<file path="config.mk">
export PLATFORM = sky130hd
export DESIGN_NAME = watchdog_window
export DESIGN_NICKNAME = d
export VERILOG_FILES = /design/src/rtl/watchdog_pkg.sv /design/src/rtl/watchdog_prescaler.sv /design/src/rtl/watchdog_window.sv
export SDC_FILE = /design/constraint.sdc
export NUM_CORES = 1
export LEC_CHECK = 0
export CORE_MARGIN = 10
export CORE_UTILIZATION = 41
export CTS_CLUSTER_DIAMETER = 40
export CTS_CLUSTER_SIZE = 40
export DETAILED_ROUTE_END_ITERATION = 8
export PLACE_DENSITY = 0.78
export SLEW_MARGIN = 15
export SYNTH_ARGS = -nofsm -noshare
export SYNTH_HDL_FRONTEND = slang
export SYNTH_SLANG_ARGS = --single-unit
</file>
<file path="constraint.sdc">
create_clock -name clk -period 2.9 [get_ports clk]
set_clock_uncertainty 0.15 [all_clocks]
set_input_delay 0.29 -clock clk [delete_from_list [all_inputs] [get_ports clk]]
set_output_delay 0.29 -clock clk [all_outputs]
set_load 0.02 [all_outputs]
</file>
<file path="src/rtl/watchdog_pkg.sv">
// Shared FSM state encodings and helpers for the windowed watchdog.
package watchdog_pkg;

   typedef logic [1:0] wd_state_t;

   localparam wd_state_t IDLE    = 2'h0;
   localparam wd_state_t LOAD    = 2'h1;
   localparam wd_state_t COUNT   = 2'h2;
   localparam wd_state_t TIMEOUT = 2'h3;

   function automatic logic is_running(input wd_state_t s);
      return (s == LOAD) || (s == COUNT);
   endfunction

endpackage

</file>
<file path="src/rtl/watchdog_prescaler.sv">
// Free-running tick divider: one tick every prescale+1 enabled cycles.
module watchdog_prescaler #(
   parameter int PRESCALE_WIDTH = 8
) (
   input  logic                      clk,
   input  logic                      reset,
   input  logic                      clear,
   input  logic                      enable,
   input  logic [PRESCALE_WIDTH-1:0] prescale,
   output logic                      tick
);

   localparam logic [PRESCALE_WIDTH-1:0] COUNT_ONE = {{(PRESCALE_WIDTH-1){1'b0}}, 1'b1};

   logic [PRESCALE_WIDTH-1:0] count;

   assign tick = enable && (count == prescale);

   always_ff @(posedge clk) begin
      if (reset) begin
         count <= '0;
      end else if (clear) begin
         count <= '0;
      end else if (enable) begin
         count <= tick ? '0 : count + COUNT_ONE;
      end
   end

endmodule

</file>
<file path="src/rtl/watchdog_window.sv">
// Windowed watchdog timer: IDLE/LOAD/COUNT/TIMEOUT FSM with prescaled countdown.
// Define WATCHDOG_WINDOW_EN to make kicks above window_init an early-kick timeout.
module watchdog_window #(
   parameter int TIMER_WIDTH    = 32,
   parameter int PRESCALE_WIDTH = 8
) (
   input  logic                      clk,
   input  logic                      reset,
   input  logic [TIMER_WIDTH-1:0]    timer_init,
   input  logic [TIMER_WIDTH-1:0]    window_init,
   input  logic [PRESCALE_WIDTH-1:0] prescale,
   input  logic                      start,
   input  logic                      stop,
   input  logic                      kick,
   output logic [TIMER_WIDTH-1:0]    curr_timer,
   output logic                      running,
   output logic                      timeout,
   output logic                      early_kick
);

   import watchdog_pkg::*;

   localparam logic [TIMER_WIDTH-1:0] TIMER_ONE = {{(TIMER_WIDTH-1){1'b0}}, 1'b1};

   wd_state_t                 state;
   wd_state_t                 state_next;
   logic [TIMER_WIDTH-1:0]    timer;
   logic [TIMER_WIDTH-1:0]    timer_next;
   logic [PRESCALE_WIDTH-1:0] prescale_q;
   logic                      tick;
   logic                      sample_cfg;

   // Configuration is only observed at LOAD and on ticks, so mid-period edits wait their turn.
   assign sample_cfg = (state == LOAD) || tick;

   watchdog_prescaler #(
      .PRESCALE_WIDTH(PRESCALE_WIDTH)
   ) u_prescaler (
      .clk     (clk),
      .reset   (reset),
      .clear   (state == LOAD),
      .enable  (state == COUNT),
      .prescale(prescale_q),
      .tick    (tick)
   );

   always_ff @(posedge clk) begin
      if (reset) begin
         prescale_q <= '0;
      end else if (sample_cfg) begin
         prescale_q <= prescale;
      end
   end

`ifdef WATCHDOG_WINDOW_EN
   logic [TIMER_WIDTH-1:0] window_q;
   logic                   kick_legal;
   logic                   early_set;
   logic                   early_kick_q;

   assign kick_legal = (timer <= window_q);

   always_ff @(posedge clk) begin
      if (reset) begin
         window_q     <= '0;
         early_kick_q <= 1'b0;
      end else begin
         if (sample_cfg) begin
            window_q <= window_init;
         end
         if (early_set) begin
            early_kick_q <= 1'b1;
         end
      end
   end

   assign early_kick = early_kick_q;
`else
   logic window_unused;

   assign window_unused = ^window_init;
   assign early_kick    = 1'b0;
`endif

   // Within COUNT the priority is stop, then start, then kick, then tick/expiry.
   always_comb begin
      state_next = state;
      timer_next = timer;
`ifdef WATCHDOG_WINDOW_EN
      early_set  = 1'b0;
`endif
      case (state)
         IDLE: begin
            if (start) begin
               state_next = LOAD;
            end
         end
         LOAD: begin
            timer_next = timer_init;
            state_next = COUNT;
         end
         COUNT: begin
            if (stop) begin
               state_next = IDLE;
            end else if (start) begin
               state_next = LOAD;
            end else if (kick) begin
`ifdef WATCHDOG_WINDOW_EN
               if (kick_legal) begin
                  state_next = LOAD;
               end else begin
                  state_next = TIMEOUT;
                  early_set  = 1'b1;
               end
`else
               state_next = LOAD;
`endif
            end else if (tick) begin
               if (timer == '0) begin
                  state_next = TIMEOUT;
               end else begin
                  timer_next = timer - TIMER_ONE;
               end
            end
         end
         default: begin
         end
      endcase
   end

   always_ff @(posedge clk) begin
      if (reset) begin
         state <= IDLE;
         timer <= '0;
      end else begin
         state <= state_next;
         timer <= timer_next;
      end
   end

   assign curr_timer = timer;
   assign running    = is_running(state);
   assign timeout    = (state == TIMEOUT);

endmodule

</file>
==> metrics.txt <==
PwrDens=517.4 nW/um^2; first-pass GRT wire length=16930 um; Lkg Pwr=0.001606 uW; Slew HR=49.29%; routed vias/inst=6.111; asr flop ratio synth=0%; vias in the first global route=3411; average size of a mapped cell=8.216 um^2; max-cap viol count=0; Compound-Gate Fraction of Synth Area=23.48%; Total GRT Usage=17.76%; post-synthesis mux area share=about 4.3%; Max clock buf depth=2; worst path required time=2.98 ns; Worst R2R End=curr_timer[4]; post-layout worst setup margin=just over 0.09 ns; Synth Warn #=0; Detail Route Antenna Nets=0; RR Startpoint=curr_timer[25]; syn_nets=453; clock slew at reported path FFs=0.09 ns; Synth Flop Type=dfxtp_1; Hold Vio Cnt, Final=0; number of flops mapped to enable cells by yosys=0; Crit Path Class=reg2reg; vias=3483; Initial Utilization=42.02%; area share of fa/ha/maj cells after synthesis=2.889%; Detailed Route Iter0 Violations=approximately 390; status=finished clean; Antenna Cells=0; register area share after synthesis=33.02%; synthesized instance count=369; Wirelength per Cell=18.31 um; CTS Hold Bufs=0; Startpoint Class=flip-flop; area of the die=11230 um^2; RePlAce Congestion=slightly below 0.9; CTS root buffer=clkbuf_8; Data arrival, critical path=2.88 ns; Routed WL=around 10000 um; Worst R2R Path Depth=7; core area=7214 um^2; Rows=31; XOR/XNOR Fraction of Synth Area=around 4.3%; Max Clk Rate=356.1 MHz; CTS tree=yes; Buffers on Ports=78; worst slew pin tran=0.7578 ns; post-detail-place hpwl=7607 um; Chip Height=between 100 and 150 um; die extent in x=106.0 um; share of post-route cells with drive strength above 1=13.16%; final net count=approximately 550; final hold slack=between 0.3 and 0.4 ns; pin count of the biggest net entering global routing=39; Worst Hold Class=reg2reg; post-layout util=58.27%; Simple-Gate Fraction of Synth Area=25.46%; Sequential Area=1001 um^2; max-slew violations=0; reg2reg setup slack=about 0.092 ns; crit share post-route=96.84%; Synth cell types=57; final setup violation count=0; post-place setup slack=roughly 0.065 ns; worst hold path depth=2; largest family of logic cells by synthesized area=simple AND/OR/NAND/NOR gates; worst-path fanout max=8; io pins=around 110; final worst path period need=2.808 ns; footprint of the multi-input gates=1856 um^2; hold endpoint=prescale_q[5]; Num Clock Sinks=50; Clk Latency, worst-skew pair=0.31 ns; area grow syn2layout=38.67%; drt first pass iters=5; launch point of the worst hold path=prescale_q[5]; total grt overflow=0; worst vdd ir=0.0002470 V; antenna violations before repair=0; # fillers=687; Worst setup EP type=flip-flop; CTS H-Tree Depth=2; flops & latches, synth=50; CTS Buf Count=5; setup TNS=0 ns; synthesized area=between 3000 and 4000 um^2; DR DRC count=0; RSZ-0062 raised after global routing=true
## kinds of logic (layout without fill, tap and decap cells)
family / Yosys count / in the layout
other cells: 1 / 1
flops: 50 / 50
xor+xnor: 15 / 15
buf+inv: 32 / 134
compound gates: 102 / 102
simple gates: 149 / 149
fa+ha+maj: 7 / 7
mux: 13 / 13
## flip-flops by register name, indices dropped and copies added, names as in the netlist
signal and flops:
state 2, prescale_q 8, u_prescaler.count 8, curr_timer 32
## where the power goes
group | total, uW | switching (uW) | internal, uW
combinational | 938 | 524 | 414
sequential | 809 | 63.5 | 745
clock | 428 | 235 | 193
total | 2180 | 823 | 1350
## how the worst max path moves through the flow
stage                   start             end  slack [ns]  cells past startpoint
6_report       curr_timer[25]   curr_timer[4]        0.09                      7
4_1_cts        curr_timer[16]   curr_timer[1]        0.04                      7
5_1_grt              state[0]  curr_timer[22]       -0.06                      9
3_5_place_dp   curr_timer[16]   curr_timer[1]        0.06                      7
2_1_floorplan  curr_timer[25]  curr_timer[24]        0.07                      9
3_3_place_gp   curr_timer[16]   curr_timer[5]        0.13                      7
## synthesized netlist by cell type (2+ instances only)
cell       n  area share (%)
nand3_1   10             1.7
o211ai_1   4            0.99
ha_1       7             2.9
dfxtp_1   50              33
clkbuf_1  11             1.4
nor2_1    31             3.8
a41oi_1    2            0.58
nand4_1    7             1.4
a21oi_1   20             3.3
nand2_1   40             5.0
xor2_1    14             4.0
o211a_1    2            0.66
a221oi_1   2            0.58
a31oi_1   24             5.0
o22ai_1    3            0.62
o21ai_0    7             1.2
a22oi_1    7             1.7
buf_6      3             1.1
a32oi_1    7             2.0
buf_4      2            0.50
and3_1     5             1.0
buf_2      2            0.33
o221ai_1   3            0.87
o311ai_0   8             2.3
a211oi_1   3            0.74
clkbuf_8   4             1.8
mux2i_1   12             4.0
o21bai_1   2            0.50
or3_1      9             1.9
or4_1     11             2.7
nor3_1    11             1.8
inv_1      8            0.99
nor4_1    13             2.7
or4_2      2            0.58
## final cells by class
cell class,instances,area share [%]
Timing Repair Buffer,117,26.13
Clock buffer,7,2.054
Multi-Input combinational cell,287,44.14
Clock inverter,1,0.1190
Sequential cell,50,23.81
Inverter,9,0.8036
Tap cell,99,2.946
## cells in the final DEF (no fill, tap or decap), types with 2 or more instances in the layout
cell / netlist / routed
a221oi_1: 2 / 2
o211a_1: 2 / 2
clkbuf_8: 4 / 6
nor2_1: 31 / 30
or4_1: 11 / 10
nor4_1: 13 / 13
a21oi_1: 20 / 20
buf_4: 2 / 37
or4_2: 2 / 2
nor3_2: 1 / 2
a41oi_1: 2 / 2
a32oi_1: 7 / 7
nor3_1: 11 / 10
nand3_1: 10 / 10
o22ai_1: 3 / 3
nand2_1: 40 / 40
a31oi_1: 24 / 23
ha_1: 7 / 7
o21bai_1: 2 / 2
xor2_1: 14 / 14
mux2i_1: 12 / 12
dfxtp_1: 50 / 50
o311ai_0: 8 / 8
or4_4: 1 / 2
o221ai_1: 3 / 3
inv_1: 8 / 8
a22oi_1: 7 / 7
nand4_1: 7 / 7
clkdlybuf4s50_1: 0 / 78
a211oi_1: 3 / 3
o211ai_1: 4 / 4
o21ai_0: 7 / 7
and3_1: 5 / 5
or3_1: 9 / 9
buf_12: 0 / 2
## worst max-delay path: stages, from the launching register on
cell and delay (ns):
dfxtp_1 0.33, or3_4 0.41, or4_1 0.55, or4_4 0.62, a21oi_4 0.21, buf_4 0.19, a22oi_1 0.08, o221ai_1 0.20
## metal layers
layer | GRT usage (%) | share of wire [%] | vias to the layer above
met5 | 0 | 0 | -
met4 | 6.770 | 2.3 | 0
met3 | 4.046 | 10 | 23
met2 | 28.75 | 47 | 215
met1 | 22.46 | 41 | 1627
li1 | - | - | 1618
## per-stage QoR
step	cell area [um^2]	total power, uW	cells
2_1_floorplan	3032	1323	369
3_3_place_gp	4090	1708	561
3_5_place_dp	4090	1726	561
4_1_cts	4182	2152	569
5_1_grt	4204	2289	570
6_report	4204	2175	570
## timing repair
| item | in CTS | in global routing |
|---|---|---|
| resized for setup | 0 | 2 |
| buffers inserted | 0 | 1 |
| setup endpoints to repair | 0 | 8 |
Power figures use the tool's default switching activity.
